<file path="src/rtl/fp_int_weight_serializer_pkg.sv">
// Shared types and helpers for the FP16 x INT weight serializer.
// No logic of its own: state encoding, precision width, precision clamp.
// Used by the job buffer, the serializer top and the MAC-side precision path.
package fp_int_weight_serializer_pkg;

    localparam int PREC_W = 4;

    typedef enum logic [1:0] {
        ST_IDLE  = 2'd0,
        ST_SET   = 2'd1,
        ST_SHIFT = 2'd2,
        ST_WAIT  = 2'd3
    } ser_state_t;

    // A zero precision still carries one bit (the sign), and nothing wider
    // than the weight bus can be streamed.
    function automatic logic [PREC_W-1:0] clamp_prec(
        input logic [PREC_W-1:0] prec,
        input int unsigned       max_bits
    );
        logic [PREC_W-1:0] res;
        if (prec == '0) begin
            res = PREC_W'(1);
        end else if (32'(prec) > max_bits) begin
            res = PREC_W'(max_bits);
        end else begin
            res = prec;
        end
        return res;
    endfunction

endpackage

</file>
<file path="src/rtl/fp_int_weight_serializer_if.sv">
// Job-side and MAC-side signal bundle of the weight serializer.
// Pure wiring, no latency.
// Job side is valid/ready; MAC side is strobe/valid with a done return.
interface fp_int_weight_serializer_if #(
    parameter int ACT_WIDTH  = 16,
    parameter int MAX_W_BITS = 8
);
    logic                                          in_valid;
    logic                                          in_ready;
    logic [ACT_WIDTH-1:0]                          in_act;
    logic [MAX_W_BITS-1:0]                         in_w;
    logic [fp_int_weight_serializer_pkg::PREC_W-1:0] in_precision;

    logic                                          mac_set;
    logic [ACT_WIDTH-1:0]                          mac_act;
    logic                                          mac_valid;
    logic                                          mac_w;
    logic [fp_int_weight_serializer_pkg::PREC_W-1:0] mac_precision;
    logic                                          mac_done;

    // Serializer side
    modport slave (
        input  in_valid, in_act, in_w, in_precision, mac_done,
        output in_ready, mac_set, mac_act, mac_valid, mac_w, mac_precision
    );

    // Job producer / MAC side
    modport master (
        output in_valid, in_act, in_w, in_precision, mac_done,
        input  in_ready, mac_set, mac_act, mac_valid, mac_w, mac_precision
    );
endinterface

</file>
<file path="src/rtl/fp_int_job_buffer.sv">
// One-deep register slice holding a pending job (act, w, clamped precision).
// Latency: 1 cycle from accept to buf_full.
// Backpressure: in_ready is low while the slot is occupied.
module fp_int_job_buffer
    import fp_int_weight_serializer_pkg::*;
#(
    parameter int ACT_WIDTH  = 16,
    parameter int MAX_W_BITS = 8
) (
    input  logic                  clk,
    input  logic                  rst,
    input  logic                  in_valid,
    output logic                  in_ready,
    input  logic [ACT_WIDTH-1:0]  in_act,
    input  logic [MAX_W_BITS-1:0] in_w,
    input  logic [PREC_W-1:0]     in_precision,
    input  logic                  pop,
    output logic                  buf_full,
    output logic [ACT_WIDTH-1:0]  buf_act,
    output logic [MAX_W_BITS-1:0] buf_w,
    output logic [PREC_W-1:0]     buf_prec
);

    logic accept;

    assign in_ready = !buf_full;
    assign accept   = in_valid && in_ready;

    // Slot occupancy and payload; a new job overrides a same-cycle pop.
    always_ff @(posedge clk or negedge rst) begin
        if (!rst) begin
            buf_full <= 1'b0;
            buf_act  <= '0;
            buf_w    <= '0;
            buf_prec <= '0;
        end else if (accept) begin
            buf_full <= 1'b1;
            buf_act  <= in_act;
            buf_w    <= in_w;
            buf_prec <= clamp_prec(in_precision, MAX_W_BITS);
        end else if (pop) begin
            buf_full <= 1'b0;
        end
    end

endmodule

</file>
<file path="src/rtl/fp_int_weight_serializer.sv">
// Drives the bit-serial FP16 x INT MAC: one set cycle, then the weight LSB-first.
// Latency: accept at t -> mac_set at t+2 -> bits t+3 .. t+2+P, then wait for mac_done.
// Backpressure: one job buffered while another is in flight; in_ready low when full.
module fp_int_weight_serializer
    import fp_int_weight_serializer_pkg::*;
#(
    parameter int ACT_WIDTH  = 16,
    parameter int MAX_W_BITS = 8,
    parameter int CNT_WIDTH  = 16
) (
    input  logic                     clk,
    input  logic                     rst,
    fp_int_weight_serializer_if.slave bus,
    output logic                     busy,
    output logic [CNT_WIDTH-1:0]     jobs_done,
    output logic                     proto_err
);

    ser_state_t            state, state_nxt;
    logic                  pop;
    logic                  done_ok;
    logic                  buf_full;
    logic [ACT_WIDTH-1:0]  buf_act;
    logic [MAX_W_BITS-1:0] buf_w;
    logic [PREC_W-1:0]     buf_prec;
    logic [MAX_W_BITS-1:0] shreg;
    logic [PREC_W-1:0]     bit_cnt;
    logic [ACT_WIDTH-1:0]  act_q;
    logic [PREC_W-1:0]     prec_q;

    fp_int_job_buffer #(
        .ACT_WIDTH  (ACT_WIDTH),
        .MAX_W_BITS (MAX_W_BITS)
    ) u_job_buffer (
        .clk          (clk),
        .rst          (rst),
        .in_valid     (bus.in_valid),
        .in_ready     (bus.in_ready),
        .in_act       (bus.in_act),
        .in_w         (bus.in_w),
        .in_precision (bus.in_precision),
        .pop          (pop),
        .buf_full     (buf_full),
        .buf_act      (buf_act),
        .buf_w        (buf_w),
        .buf_prec     (buf_prec)
    );

    // State register
    always_ff @(posedge clk or negedge rst) begin
        if (!rst) begin
            state <= ST_IDLE;
        end else begin
            state <= state_nxt;
        end
    end

    // Next state; pop marks the transition into SET, when the job is loaded.
    always_comb begin
        state_nxt = state;
        pop       = 1'b0;
        done_ok   = 1'b0;
        case (state)
            ST_IDLE: begin
                if (buf_full) begin
                    state_nxt = ST_SET;
                    pop       = 1'b1;
                end
            end
            ST_SET: begin
                state_nxt = ST_SHIFT;
            end
            ST_SHIFT: begin
                if (bit_cnt == PREC_W'(1)) begin
                    state_nxt = ST_WAIT;
                end
            end
            ST_WAIT: begin
                if (bus.mac_done) begin
                    done_ok = 1'b1;
                    if (buf_full) begin
                        state_nxt = ST_SET;
                        pop       = 1'b1;
                    end else begin
                        state_nxt = ST_IDLE;
                    end
                end
            end
            default: begin
                state_nxt = ST_IDLE;
            end
        endcase
    end

    // Job datapath: load on entry to SET, shift one bit per SHIFT cycle.
    always_ff @(posedge clk or negedge rst) begin
        if (!rst) begin
            act_q   <= '0;
            prec_q  <= '0;
            shreg   <= '0;
            bit_cnt <= '0;
        end else if (pop) begin
            act_q   <= buf_act;
            prec_q  <= buf_prec;
            shreg   <= buf_w;
            bit_cnt <= buf_prec;
        end else if (state == ST_SHIFT) begin
            shreg   <= shreg >> 1;
            bit_cnt <= bit_cnt - PREC_W'(1);
        end
    end

    // Completion counter (wraps) and sticky protocol error.
    always_ff @(posedge clk or negedge rst) begin
        if (!rst) begin
            jobs_done <= '0;
            proto_err <= 1'b0;
        end else begin
            if (done_ok) begin
                jobs_done <= jobs_done + CNT_WIDTH'(1);
            end
            if (bus.mac_done && (state != ST_WAIT)) begin
                proto_err <= 1'b1;
            end
        end
    end

    assign bus.mac_set       = (state == ST_SET);
    assign bus.mac_valid     = (state == ST_SHIFT);
    assign bus.mac_w         = (state == ST_SHIFT) && shreg[0];
    assign bus.mac_act       = act_q;
    assign bus.mac_precision = prec_q;
    assign busy              = (state != ST_IDLE);

endmodule
</file>
<file path="src/flat_wrapper.sv">
// flat-port wrapper written by rule: the top's interface ports become plain ports
module fp_int_weight_serializer_flat import fp_int_weight_serializer_pkg::*;
#(
    parameter int ACT_WIDTH  = 16,
    parameter int MAX_W_BITS = 8,
    parameter int CNT_WIDTH  = 16
)
  (clk, rst, busy, jobs_done, proto_err, bus_in_valid, bus_in_act, bus_in_w, bus_in_precision, bus_mac_done, bus_in_ready, bus_mac_set, bus_mac_act, bus_mac_valid, bus_mac_w, bus_mac_precision);
  fp_int_weight_serializer_if #(.ACT_WIDTH(ACT_WIDTH), .MAX_W_BITS(MAX_W_BITS)) bus_i ();
  input  logic clk;
  input  logic rst;
  output logic busy;
  output logic [CNT_WIDTH-1:0] jobs_done;
  output logic proto_err;
  input wire logic [$bits(bus_i.in_valid)-1:0] bus_in_valid;
  input wire logic [$bits(bus_i.in_act)-1:0] bus_in_act;
  input wire logic [$bits(bus_i.in_w)-1:0] bus_in_w;
  input wire logic [$bits(bus_i.in_precision)-1:0] bus_in_precision;
  input wire logic [$bits(bus_i.mac_done)-1:0] bus_mac_done;
  output wire logic [$bits(bus_i.in_ready)-1:0] bus_in_ready;
  output wire logic [$bits(bus_i.mac_set)-1:0] bus_mac_set;
  output wire logic [$bits(bus_i.mac_act)-1:0] bus_mac_act;
  output wire logic [$bits(bus_i.mac_valid)-1:0] bus_mac_valid;
  output wire logic [$bits(bus_i.mac_w)-1:0] bus_mac_w;
  output wire logic [$bits(bus_i.mac_precision)-1:0] bus_mac_precision;
  assign bus_i.in_valid = bus_in_valid;
  assign bus_i.in_act = bus_in_act;
  assign bus_i.in_w = bus_in_w;
  assign bus_i.in_precision = bus_in_precision;
  assign bus_i.mac_done = bus_mac_done;
  assign bus_in_ready = bus_i.in_ready;
  assign bus_mac_set = bus_i.mac_set;
  assign bus_mac_act = bus_i.mac_act;
  assign bus_mac_valid = bus_i.mac_valid;
  assign bus_mac_w = bus_i.mac_w;
  assign bus_mac_precision = bus_i.mac_precision;
  fp_int_weight_serializer #(.ACT_WIDTH(ACT_WIDTH), .MAX_W_BITS(MAX_W_BITS), .CNT_WIDTH(CNT_WIDTH)) u_core (.clk(clk), .rst(rst), .bus(bus_i), .busy(busy), .jobs_done(jobs_done), .proto_err(proto_err));
endmodule
</file>
<file path="config.mk">
export PLATFORM = sky130hd
export DESIGN_NAME = fp_int_weight_serializer_flat
export DESIGN_NICKNAME = d
export VERILOG_FILES = /design/src/rtl/fp_int_weight_serializer_pkg.sv /design/src/rtl/fp_int_weight_serializer_if.sv /design/src/rtl/fp_int_job_buffer.sv /design/src/rtl/fp_int_weight_serializer.sv /design/src/flat_wrapper.sv
export SDC_FILE = /design/constraint.sdc
export NUM_CORES = 1
export LEC_CHECK = 0
export BUFFER_PORTS_ARGS = -buffer_cell sky130_fd_sc_hd__buf_2
export CAP_MARGIN = 20
export CORE_ASPECT_RATIO = 0.8
export CORE_UTILIZATION = 30
export CTS_CLUSTER_DIAMETER = 100
export DETAILED_ROUTE_END_ITERATION = 16
export HOLD_SLACK_MARGIN = 0.03
export MAX_ROUTING_LAYER = met4
export PLACE_DENSITY = 0.5
export SLEW_MARGIN = 0
export SYNTH_ARGS = -nofsm -noshare
export SYNTH_HDL_FRONTEND = slang
export SYNTH_HIERARCHICAL = 1
export SYNTH_SLANG_ARGS = --single-unit
export TNS_END_PERCENT = 50
</file>
<file path="constraint.sdc">
create_clock -name clk -period 5.2 [get_ports clk]
set_input_delay 0.26 -clock clk [delete_from_list [all_inputs] [get_ports clk]]
set_output_delay 0.26 -clock clk [all_outputs]
set_load 0.02 [all_outputs]
</file>
; Word-level counts from Yosys, hierarchy flattened
; Cells that the tools add are included.
[totals]
regBits = 80
ram_bits = 0
rom_bits = 0
latchBits = 0
input_bits = 32
wordCells = 50
output_inout_bits = 42
memories = 0
[op_classes]
n_bitwise = 0
n_shift = 0
muxes = 18
magnitude_cmp = 1
n_eq_ne = 8
n_reduce_logical = 10
n_addsub = 2
n_mul = 0
n_div = 0
[ops]
columns = op, n
row1 = $add A16 B1 Y16 const B, 1
row2 = $mux W4, 4
row3 = $mux W8, 2
row4 = $pmux W2 S4, 1
row5 = $mux W1, 7
row6 = $mux W2, 3
row7 = $ne A2 B2 Y1 const B, 3
row8 = $reduce_bool A2 Y1, 3
row9 = $eq A2 B2 Y1 const B, 2
row10 = $eq A4 B1 Y1 const B, 1
row11 = $gt A4 B4 Y1 const B, 1
row12 = $logic_not A4 Y1, 1
row13 = $sub A4 B1 Y4 const B, 1
row14 = $logic_and A1 B1 Y1, 3
row15 = $reduce_and A3 Y1, 1
row16 = $eq A2 B1 Y1 const B, 1
row17 = $logic_not A2 Y1, 1
row18 = $ne A2 B1 Y1 const B, 1
row19 = $pmux W1 S2, 1
row20 = $logic_not A1 Y1, 1

; Logic depth before layout (Yosys ltp)
; Gate-level depths: netlist of run 1.
[logic_depth]
word_depth = 5
mapped_depth = 7
depth_no_buf = 6

; Cells and area by module
; The synthesis of run 1 kept the hierarchy.
[by_module_without_submodules]
columns = module, area_per_inst_um2, cells_per_inst, seq_area_each_um2, n_inst
row1 = fp_int_weight_serializer, 2254.7, 185, 1276.2, 1
row2 = fp_int_job_buffer, 1147.4, 68, 725.7, 1

; Worst setup path after synthesis of run 1
; Ideal clock, no wire load.
[synth_path]
path_kind = register to output
from = register u_core.state[0]
to = output bus_mac_w
required_ps = 4940
n_path_buf = 1
slack_ps = 3324
stages_incl_launch_ff = 5
t_arrival_ps = 1616
path_cell_list = dfrtp_1 > inv_1 > ha_1 > buf_1 > and2_1
[synth_via]
elab_chain_cells = 2
[synth_lines]
columns = item, line_no
row1 = from (decl), fp_int_weight_serializer.sv:19  ; ser_state_t state, state_nxt;
row2 = from (signal assigned), fp_int_weight_serializer.sv:54  ; state <= state_nxt;
row3 = $eq A2 B2 Y1, -
row4 = net bus_mac_valid, flat_wrapper.sv:23  ; output wire logic [$bits(bus_i.mac_valid)-1:0] bus_mac_valid;
row5 = $logic_and A1 B1 Y1, fp_int_weight_serializer.sv:130  ; assign bus.mac_w = (state == ST_SHIFT) && shreg[0];
row6 = to (decl), flat_wrapper.sv:24  ; output wire logic [$bits(bus_i.mac_w)-1:0] bus_mac_w;
; The timed path passes the listed nets, and every way through them passes these cells.

; Worst setup path in the final report of run 1
[layout_path]
from = register u_core.state[0]
to = output bus_mac_w
[layout_via]
elab_chain_cells = 2
[layout_lines]
columns = item, line_no
row1 = $eq A2 B2 Y1, fp_int_weight_serializer.sv:130
row2 = $logic_and A1 B1 Y1, fp_int_weight_serializer.sv:130
; Every way passes these cells.

==> results of run 1 <==
## area by class of cell
cell class	instances	area [um2]	share of cell area [%]
tap	144	180.2	4.262
clock buffer	12	246.5	5.830
timing repair buffer	76	412.9	9.766
antenna	1	2.502	0.05919
multi-input combinational	152	1292	30.57
inverter	13	48.80	1.154
clock inverter	3	42.54	1.006
sequential	80	2002	47.35
## metrics by stage
| stage | hold slack, ps | cell area (um2) |
|---|---|---|
| after floorplan | -35.59 | 3402 |
| after CTS | 144.0 | 4188 |
| after global routing | 142.1 | 4228 |
| after global placement | 456.2 | 3899 |
| after detailed placement | 461.8 | 3899 |
| final | 157.9 | 4228 |
## logic make-up (layout without fill, tap and decap cells)
group                    after synthesis  in the layout  share of synthesized area (%)
buffers and inverters                 21            104                          3.310
AO/OA/AOI/OAI                         25             25                          4.745
other                                  0              1                              0
multiplexers                          53             53                          18.17
XOR/XNOR                              18             18                          4.634
adder cells (fa/ha/maj)                9              9                          3.310
flip-flops                            80             80                          58.85
AND/OR/NAND/NOR                       47             47                          6.988
## critical path, stage by stage, from the launching register on
cell	delay [ps]
dfrtp_1	420
inv_1	160
ha_1	630
and2_1	230
buf_2	160
## power breakdown
group | switching [W] | internal, W | total (W)
sequential | 0.000160 | 0.000887 | 0.00105
clock | 0.000232 | 0.000381 | 0.000614
combinational | 0.000469 | 0.000431 | 0.000900
## how the worst max path moves through the flow
stage,endpoint,depth (start not counted),startpoint,slack (ps)
2_1_floorplan,bus_mac_w,4,u_core/state[0],3320
3_3_place_gp,u_core/bit_cnt[3],5,u_core/state[0],3180
3_5_place_dp,u_core/bus.mac_act[14],5,u_core/state[0],3110
4_1_cts,bus_mac_w,4,u_core/state[0],2970
5_1_grt,bus_mac_w,4,u_core/state[0],2860
6_report,bus_mac_w,4,u_core/state[0],3020
## state kept, by name (all words and copies together) (netlist names)
| signal | flops |
|---|---|
| u_core/jobs_done | 16 |
| u_core/u_job_buffer/buf_full | 1 |
| u_core/shreg | 8 |
| u_core/proto_err | 1 |
| u_core/u_job_buffer/buf_w | 8 |
| u_core/bit_cnt | 4 |
| u_core/u_job_buffer/buf_prec | 4 |
| u_core/bus.mac_act | 16 |
| u_core/bus.mac_precision | 4 |
| u_core/u_job_buffer/buf_act | 16 |
| u_core/state | 2 |
## cells in the mapped netlist (2+ instances only)
| master | count | area (um2) |
|---|---|---|
| nor2_1 | 5 | 18.77 |
| dfrtp_1 | 80 | 2002 |
| nand4_1 | 2 | 12.51 |
| xnor2_1 | 8 | 70.07 |
| nor2b_1 | 2 | 12.51 |
| o21ai_0 | 17 | 85.08 |
| xor2_1 | 10 | 87.58 |
| buf_6 | 4 | 45.04 |
| o21bai_1 | 3 | 22.52 |
| buf_2 | 3 | 15.01 |
| and3_1 | 2 | 12.51 |
| nand3_1 | 5 | 25.02 |
| nand2_1 | 20 | 75.07 |
| mux2i_1 | 7 | 70.07 |
| mux2_4 | 8 | 120.1 |
| ha_1 | 9 | 112.6 |
| nor3_1 | 2 | 10.01 |
| mux2_2 | 38 | 427.9 |
| inv_1 | 13 | 48.80 |
## per-layer routing
layer	vias up	GRT usage (%)	share of wire, %
met2	56	16.88	42
met3	2	6.279	8.1
met4	0	3.704	0.46
met1	1027	16.80	49
met5	-	-	0
li1	1024	-	-
## what timing repair did
action	4_1_cts	5_1_grt
endpoints found under the setup margin	0	0
hold endpoints to repair	0	31
hold buffers	0	1
==> run metrics, run 1 <==
outcome complete, no violations; Routed Antenna Nets 0; synthesized area 3402 um2; final setup fails 0; CTS Sinks 80; RSZ-0062 raised after global routing no; hold_sp bus_in_act[9]; Cells after Synth 253; hold crit path type input port to flip-flop; Final Non-Filler Cells 481; hold endpoint u_core/u_job_buffer/buf_act[9]; Die ar. 11770 um2; first-pass GRT wire length 11120 um; synthesized flop and latch total 80; R2R depth 5; number of synthesized flops with an enable pin 0; fin crit period 2184 ps; Synth Net Count 294; fraction of final layout cells sized beyond drive strength 1 41.07%; Pleak 2.008 nW; core region area 10980 um2; Worst Max-Slew Pin Slew 936.3 ps; final WL 6572 um; drt first pass iters 4; Overflow after GRT 0; worst-case clock buffer depth 2; Tot Pwr 0.002560 W; RD Place Congestion 0.7293; total global routing track utilization 12.70%; # Max-Cap Violations 0; IO Port Bufs 73; die width 121.1 um; maximum vdd ir drop 0.2806 mV; commonest non-fill, non-tap cell in the layout dfrtp_1; crit path capture type output port; register area share after synthesis 58.85%; critical path type flip-flop to output port; Max Transition Viols Final 0; # Post-CTS Setup Buffers 0; commonest non-fill, non-tap cells in the layout 80 x dfrtp_1, 72 x buf_2, 38 x mux2_2, 20 x nand2_1, 17 x o21ai_0; critical path arrival 1920 ps; DP HPWL 4371 um; CP required 4940 ps; initial DRC count 60; I/O pin cnt 74; CTS Root Cell clkbuf_16; Initial Util 31.00%; H-tree levels 3; clock slew at reported path FFs 60 ps; Fmax 458.0 MHz; largest net degree at the start of global routing 81; Syn Area/Cell 13.45 um2; initial antenna violation count 1; ys flop type dfrtp_1; CTS Buf Count 9; Worst Hold Depth 2; worst slack, placed 3109 ps; Die Ht 97.25 um; async set-reset flop share out of synthesis 100.0%; floorplan row count 34; DRC viols 0; Critical Path Source Type flip-flop; Vias/cell 4.385; period utilization 41.99%; post-cts repair resize count 0; Vias 2109; vias in the first global route 2177; Clock Latency Late Sink 330 ps; worst-path fanout max 16; Fin Setup TNS 0 ps; Yosys cell types 34; final setup skew 2.686 ps; post-route worst setup slack 3016 ps; CTS tree done; fin util 38.52%; max_slew headroom 37.45%; worst reg2reg endpoint u_core/bus.mac_act[3]; Fin. Hold Viols 0; fillcell total 1083; Register-to-Register Setup Slack 3140 ps; area growth from synthesis to layout 24.27%; FF-to-FF Start u_core/state[0]; NumNets Final 373; Power Density 605.6 nW/um2; Post-Place Cells 463; drt wl/cell 13.66 um; Ys Warns 6
Note: power is estimated with default switching activity, not from simulation.
==> inputs of run 2 (changes only) <==
Clock period 5.2 ns to 2.22 ns, I/O delays scaled along.
==> run metrics, run 2 (same netlist as run 1, synthesis figures left out) <==
area growth from synthesis to layout 31.70%; Register-to-Register Setup Slack 330 ps (-2810 ps); Clock Latency Late Sink 330 ps (about the same); crit path capture type flip-flop; DP HPWL 4566 um (+4.5%); RSZ-0062 raised after global routing no; I/O pin cnt 74 (unchanged); final WL 6862 um (+4.4%); multi-input logic area 1292 um2 (unchanged); outcome complete, no violations; CTS Root Cell clkbuf_16; Die Ht 97.25 um (unchanged); fin util 40.82% (+2.3 points); NumNets Final 399 (+7.0%); worst-path fanout max 44 (+28); final setup skew 6.137 ps (+3.451 ps); drt first pass iters 4 (unchanged); final setup fails 0 (unchanged); Vias 2212 (+4.9%); R2R depth 5 (unchanged); Pleak 2.122 nW (+5.7%); Overflow after GRT 0 (unchanged); core region area 10980 um2 (unchanged); hold crit path type input port to flip-flop; period utilization 85.15%; largest net degree at the start of global routing 45 (-44%); Fmax 529.0 MHz; Max Transition Viols Final 0 (unchanged); Routed Antenna Nets 0 (unchanged); fraction of final layout cells sized beyond drive strength 1 39.39% (-1.7 points); Vias/cell 4.363 (-0.49%); critical path type flip-flop to flip-flop; Initial Util 31.00% (unchanged); maximum vdd ir drop 0.6720 mV (+140%); IO Port Bufs 73 (unchanged); worst setup path endpoint u_core/bus.mac_act[9]; DRC viols 0 (unchanged); initial antenna violation count 0 (-1); Die ar. 11770 um2 (unchanged); Worst Setup SP u_core/state[0]; post-cts repair resize count 0 (unchanged); register area 2002 um2 (unchanged); CTS Buf Count 9 (unchanged); Power Density 1341 nW/um2 (+120%); total global routing track utilization 13.21% (+0.51 points); clock slew at reported path FFs 60 ps (about the same); Worst Max-Slew Pin Slew 505.9 ps (-430.4 ps); CTS Sinks 80 (unchanged); FF-to-FF Start u_core/state[0]; fillcell total 1068 (-1.4%); Fin. Hold Viols 0 (unchanged); CP required 2440 ps (-2500 ps); worst reg2reg endpoint u_core/bus.mac_act[9]; # Max-Cap Violations 0 (unchanged); initial DRC count 73 (+22%); Critical Path Source Type flip-flop; max_slew headroom 66.20% (+29 points); commonest non-fill, non-tap cells in the layout 80 x dfrtp_1, 72 x buf_2, 38 x mux2_2, 25 x dlygate4sd3_1, 20 x nand2_1; floorplan row count 34 (unchanged); commonest non-fill, non-tap cell in the layout dfrtp_1; first-pass GRT wire length 11520 um (+3.5%); die width 121.1 um (unchanged); Fin Setup TNS 0 ps (unchanged); antenna cells 0 (-1); fin crit period 1890 ps; vias in the first global route 2284 (+4.9%); H-tree levels 3 (unchanged); CTS tree done; drt wl/cell 13.53 um (-0.94%); RD Place Congestion 0.7224 (-0.95%); critical path arrival 2110 ps (+190 ps); worst-case clock buffer depth 2 (unchanged)
==> run 2: timing repair <==
action,4_1_cts,5_1_grt
buffers inserted,0,0
setup endpoints to repair,0,0
hold buffers,25,0
endpoints found under the hold margin,61,0
==> run 2: critical path, stage by stage (launching register included) <==
cell and delay (ps):
dfrtp_1 390, inv_1 120, ha_1 360, a211oi_4 270, buf_12 250, mux2_2 360
==> run 2: how the worst min path moves through the flow <==
stage | to | cells past startpoint | startpoint | slack, ps
2_1_floorplan | u_core/bit_cnt[0] | 0 | rst | -180
3_3_place_gp | u_core/bus.mac_act[1] | 1 | rst | 110
3_5_place_dp | u_core/bus.mac_act[1] | 1 | rst | 110
4_1_cts | u_core/u_job_buffer/buf_prec[3] | 2 | bus_in_precision[3] | 50
5_1_grt | u_core/u_job_buffer/buf_prec[3] | 2 | bus_in_precision[3] | 60
6_report | u_core/u_job_buffer/buf_prec[3] | 2 | bus_in_precision[3] | 70
==> run 2: final cells by class <==
type / count / share of cell area (%)
clock inverters: 7 / 1.033
repair buffers: 102 / 15.30
well taps: 144 / 4.021
multi-input cells: 152 / 28.85
clock buffers: 9 / 5.027
flip-flops and latches: 80 / 44.68
inverters: 13 / 1.089
==> run 2: stage by stage <==
stage / instance area [um2] / hold slack (ps) / worst slack, ps / instances / total power [W]
finish: 4481 / 67.04 / 329.7 / 507 / 0.006010
global route: 4481 / 61.33 / 204.5 / 507 / 0.006456
CTS: 4481 / 54.25 / 307.1 / 507 / 0.006112
detailed placement: 3959 / 111.6 / 330.6 / 466 / 0.004667
global placement: 3959 / 114.7 / 360.2 / 466 / 0.004626
floorplan: 3402 / -184.6 / 378.8 / 253 / 0.004029
==> run 2: layer usage <==
layer | vias up | share of wire (%) | global-route usage (%)
li1 | 1077 | - | -
met1 | 1069 | 50 | 17.83
met2 | 56 | 42 | 17.80
met3 | 10 | 5.9 | 5.047
met4 | 0 | 1.5 | 4.843
met5 | - | 0 | -
==> run 2: power breakdown <==
part	internal, W	switching (W)
logic	0.00108	0.00111
registers	0.00208	0.000387
clock network	0.000756	0.000594
total	0.00392	0.00210
